[src/rtl/ram_arbiter_pkg.sv]
// Shared types and constants for the CPU/DMA RAM arbiter.
package ram_arbiter_pkg;

    localparam int unsigned AW_UNBANKED = 16;
    localparam int unsigned AW_BANKED   = 20;

    typedef enum logic {
        OWN_CPU = 1'b0,
        OWN_DMA = 1'b1
    } owner_e;

    localparam logic ST_OPEN   = 1'b0;
    localparam logic ST_FORCED = 1'b1;

endpackage

[src/rtl/ram_arbiter.sv]
// Arbitrates the single-port SoC RAM between the 65xx CPU and one DMA requester,
// stalling the CPU via RDY and bounding the stall with a forced CPU-priority window.
module ram_arbiter
    import ram_arbiter_pkg::*;
#(
    parameter int unsigned AW            = AW_UNBANKED,
    parameter int unsigned MAX_CPU_STALL = 4,
    parameter int unsigned CPU_WINDOW    = 2
) (
    input  logic          i_clk,
    input  logic          i_reset,
    input  logic [AW-1:0] i_cpu_ab,
    input  logic [7:0]    i_cpu_do,
    input  logic          i_cpu_we_n,
    input  logic          i_cpu_ram_sel,
    output logic          o_cpu_rdy,
    input  logic          i_dma_req,
    input  logic          i_dma_we,
    input  logic [AW-1:0] i_dma_addr,
    input  logic [7:0]    i_dma_wdata,
    output logic          o_dma_gnt,
    output logic          o_dma_rvalid,
    output logic [7:0]    o_dma_rdata,
    output logic [AW-1:0] o_ram_addr,
    output logic [7:0]    o_ram_wdata,
    output logic          o_ram_we,
    input  logic [7:0]    i_ram_rdata
);

    localparam int unsigned SW = (MAX_CPU_STALL > 0) ? $clog2(MAX_CPU_STALL + 1) : 1;
    localparam int unsigned WW = (CPU_WINDOW > 1) ? $clog2(CPU_WINDOW) : 1;
    localparam logic [SW-1:0] STALL_MAX = SW'(MAX_CPU_STALL);
    localparam logic [WW-1:0] WIN_LAST  = WW'(CPU_WINDOW - 1);

    logic          r_state;
    logic          w_state_next;
    logic [SW-1:0] r_stall_cnt;
    logic [SW-1:0] w_stall_next;
    logic [WW-1:0] r_win_cnt;
    logic [WW-1:0] w_win_next;
    logic          r_rvalid;

    owner_e        w_owner;
    logic          w_cpu_rdy;
    logic          w_dma_gnt;
    logic          w_cpu_wr;
    logic          w_conflict;

    assign w_cpu_wr   = i_cpu_ram_sel & ~i_cpu_we_n;
    assign w_conflict = i_dma_req & i_cpu_ram_sel;

    always_comb begin
        w_owner      = OWN_CPU;
        w_cpu_rdy    = 1'b1;
        w_dma_gnt    = 1'b0;
        w_state_next = r_state;
        w_stall_next = r_stall_cnt;
        w_win_next   = r_win_cnt;
        if (i_reset) begin
            w_state_next = ST_OPEN;
            w_stall_next = '0;
            w_win_next   = '0;
        end else if (r_state == ST_OPEN) begin
            // Stall limit takes precedence so FORCED is entered even when a write wins.
            if (w_conflict && (r_stall_cnt == STALL_MAX)) begin
                w_state_next = ST_FORCED;
                w_win_next   = '0;
            end else if (w_cpu_wr) begin
                w_owner = OWN_CPU;
            end else if (i_dma_req && !i_cpu_ram_sel) begin
                w_owner   = OWN_DMA;
                w_dma_gnt = 1'b1;
            end else if (i_dma_req) begin
                w_owner   = OWN_DMA;
                w_dma_gnt = 1'b1;
                w_cpu_rdy = 1'b0;
            end
            w_stall_next = w_cpu_rdy ? '0 : r_stall_cnt + 1'b1;
        end else begin
            if (!i_cpu_ram_sel && i_dma_req) begin
                w_owner   = OWN_DMA;
                w_dma_gnt = 1'b1;
            end
            w_stall_next = '0;
            if (r_win_cnt == WIN_LAST) begin
                w_state_next = ST_OPEN;
                w_win_next   = '0;
            end else begin
                w_win_next = r_win_cnt + 1'b1;
            end
        end
    end

    always_ff @(posedge i_clk) begin
        if (i_reset) begin
            r_state     <= ST_OPEN;
            r_stall_cnt <= '0;
            r_win_cnt   <= '0;
            r_rvalid    <= 1'b0;
        end else begin
            r_state     <= w_state_next;
            r_stall_cnt <= w_stall_next;
            r_win_cnt   <= w_win_next;
            r_rvalid    <= w_dma_gnt & ~i_dma_we;
        end
    end

    assign o_cpu_rdy    = w_cpu_rdy;
    assign o_dma_gnt    = w_dma_gnt;
    // A read scheduled before reset is discarded rather than presented during reset.
    assign o_dma_rvalid = r_rvalid & ~i_reset;
    assign o_dma_rdata  = i_ram_rdata;

    assign o_ram_addr  = (w_owner == OWN_DMA) ? i_dma_addr  : i_cpu_ab;
    assign o_ram_wdata = (w_owner == OWN_DMA) ? i_dma_wdata : i_cpu_do;
    assign o_ram_we    = ~i_reset & ((w_owner == OWN_DMA) ? i_dma_we : w_cpu_wr);

endmodule

[config.mk]
export PLATFORM = sky130hd
export DESIGN_NAME = ram_arbiter
export DESIGN_NICKNAME = d
export VERILOG_FILES = /design/src/rtl/ram_arbiter_pkg.sv /design/src/rtl/ram_arbiter.sv
export SDC_FILE = /design/constraint.sdc
export NUM_CORES = 1
export LEC_CHECK = 0
export ABC_AREA = 1
export BUFFER_PORTS_ARGS = -buffer_cell sky130_fd_sc_hd__buf_2
export CORE_UTILIZATION = 32
export DETAILED_ROUTE_END_ITERATION = 8
export MAX_ROUTING_LAYER = met4
export PLACE_DENSITY = 0.95
export SLEW_MARGIN = 25
export SYNTH_ARGS = -nofsm -noshare
export SYNTH_HDL_FRONTEND = slang
export SYNTH_SLANG_ARGS = --single-unit
[constraint.sdc]
create_clock -name i_clk -period 4.2 [get_ports i_clk]
set_clock_uncertainty 0.15 [all_clocks]
set_input_delay 0.42 -clock i_clk [delete_from_list [all_inputs] [get_ports i_clk]]
set_output_delay 0.42 -clock i_clk [all_outputs]
set_load 0.005 [all_outputs]
==> flow_summary.toml <==
[sta]
hold_violations = 0
rsz0062_at_grt = "no"
drv_slew = 0
fmax_mhz = 427
worst_pin_slew_ns = 0.266
setup_violations = 0
fin_crit_sh_pct = 55.8
layout_min_cycle_time_ns = 2.34
setup_tns_ns = 0
relSlewSlack_pct = 82.3
worst_slack_ns = 1.86
hold_ws_ns = 0.245

[logic_synthesis]
ys_ff_latch = 6
yosysSeqAreaShare_pct = 17.7
synth_area_leader_cell = "nand2_1"
ys_types = 17
synth_warnings = 0
syn_area_um2 = 678
synth_top_area_share_pct = 43.2
synth.area.top_cells = "nand2_1 43%, dfxtp_1 18%, buf_4 11%"
syn_nets = 191
synth_area_per_cell_um2 = 5.34
synthCells = 127

[cts]
root_buffer = "clkbuf_4"
cts.hold.buffers_added = 0
ctsResizeCount = 0
path_clk_slew_ns = 0.04
tritoncts = "yes"
cts_setup_buffers = 0
cts-htree-levels = 1
clkLatencyLatePin_ns = 0.24
cts.sinks = 6
cts_buffer_depth = 2
cts_made_buffers = 3

[critical_path]
crit_path_frequent_cell = "nand2_1"
slowest_stage = "dfxtp_1"
worstSetupPathType = "flip-flop to primary output"
max_stage_delay_ns = 0.37
crit_cells = 10
worstPathCellList = "inv_1 -> ha_1 -> nand2_1 -> nor2_2 -> nand2_2 -> nand2_4 -> inv_4 -> nand2_1 -> nand2_1 -> buf_2"
cpLargestDelayFamily = "simple AND/OR/NAND/NOR gates"
cp_max_fo = 25
ff2ff_path_depth = 7
worst_setup_path_start_kind = "flip-flop"
crit_required_ns = 3.63
cp-end-kind = "primary output"
worstPathArrival_ns = 1.77
path_buf_inv = 3

[floorplan]
die_h_um = 48.0
rows = 16
die_x_um = 48.0
fp.dieArea_um2 = 2310
core_um2 = 1980
io_pins = 98
start_util_pct = 34.2

[hold_path]
holdCritPathClass = "input port to flip-flop"
worstHoldPathCells = 2

[global_route]
grt_pass1_vias = 636
grt_pass1_wl_mm = 2.39
grtUsageTotal_pct = 14.9
grt_max_degree = 26
grt_antenna_before_repair = 0
grt_overflow = 0

[routing]
wl_mm = 2.07
wl_met1_um = 834
num_vias = 966
via_per_inst = 4.27
drc = 0
wl_per_cell_um = 9.14
met2_length_mm = 1.05
wl_met3_um = 178
dr.max_layer_used = "met4"
drt_iter0_drc = 25
firstDrtPassIters = 4
detail-route-antenna-nets = 0

[final_layout]
final_cells = 226
final_nets = 265
drive_gt1_share_pct = 45.7
antenna_cells = 0
area_delta_synth_final_pct = 53.7
design_area_um2 = 1040
seq_area_um2 = 120
multi_input_area_um2 = 420
fillCellCount = 223

[placement]
portBuffers = 81
gp_congestion = 0.737
pre_cts_ws_ns = 2.04
place_area_um2 = 1020
numPlacedInstances = 223
hpwlAfterDp_mm = 1.64

[pwr]
power.leakage_nw = 0.686
vdd_ir_drop_max_mv = 0.195
powerDensity_nw_per_um2 = 180

[flow_run]
cap_violations = 0

[status]
status = "completed"
-- layout by cell type (no fill, tap or decap), drive strengths merged --
| cell type | netlist | routed |
|---|---|---|
| inv | 10 | 10 |
| buf | 12 | 81 |
| or2 | 1 | 1 |
| clkbuf | 0 | 3 |
| nor2 | 9 | 9 |
| ha | 2 | 2 |
| xnor2 | 1 | 1 |
| nand3 | 2 | 2 |
| nand2 | 80 | 80 |
| a21oi | 4 | 4 |
| dfxtp | 6 | 6 |
-- per-stage QoR --
stage	power, mW	utilization (%)
floorplan	0.101	-
global placement	0.137	51.5
detailed placement	0.138	51.5
CTS	0.190	52.6
global route	0.205	52.6
finish	0.188	52.6
-- power breakdown --
| group | internal (mW) | switching (mW) | leakage (nW) |
|---|---|---|---|
| Sequential | 0.0578 | 0.000360 | 0.0485 |
| Clock | 0.0322 | 0.0184 | 0.0138 |
| Combinational | 0.0414 | 0.0376 | 0.624 |
-- flip-flops by register name, summed over array words and instances (netlist names) --
name and cells:
r_rvalid 1, r_win_cnt 1, r_state 1, r_stall_cnt 3
-- worst reg2reg max path, stage by stage (launching register included) --
cell and delay (ns):
dfxtp_1 0.37, inv_1 0.06, ha_1 0.20, nand2_1 0.07, nor2_2 0.04, nor2_1 0.14, nand3_1 0.16, nor2_1 0.14
-- synth_stat cells --
cell type / count
inv_2: 1
buf_6: 2
dfxtp_1: 6
nand2_1: 78
nand2_4: 1
or2_2: 1
nor2_2: 1
a21oi_1: 3
nand3_1: 2
buf_4: 10
ha_1: 2
nand2_2: 1
inv_1: 8
nor2_1: 8
xnor2_1: 1
inv_4: 1
a21oi_2: 1
-- cells by family after synthesis --
kind of cell | count (synthesis) | synth area share (%)
AO/OA/AOI/OAI | 4 | 3.51
XOR/XNOR | 1 | 1.29
adder cells (fa/ha/maj) | 2 | 3.69
buffers and inverters | 22 | 20.3
flip-flops | 6 | 17.7
AND/OR/NAND/NOR | 92 | 53.5
-- routing by layer --
metal	up-vias	track usage [%]
met5	-	-
met4	0	3.89
met3	2	2.26
met2	53	27.0
met1	395	16.9
li1	516	-
-- path summary, 6_finish.rpt --
kind,start,to,slack (ns)
worst max register to register,r_stall_cnt[0],r_stall_cnt[0],2.80
worst min-delay path,i_reset,r_state,0.25
worst min register to register,r_win_cnt,r_win_cnt,0.33
worst max-delay path,r_stall_cnt[0],o_ram_wdata[3],1.86
-- area by class of cell --
cell class / instances / share of cell area, %
multi-input cells: 99 / 40.3
repair buffers: 81 / 38.9
flip-flops and latches: 6 / 11.5
inverters: 10 / 3.84
well taps: 27 / 3.24
clock buffers: 3 / 2.16
No activity file was read; power rests on OpenSTA's default activity.
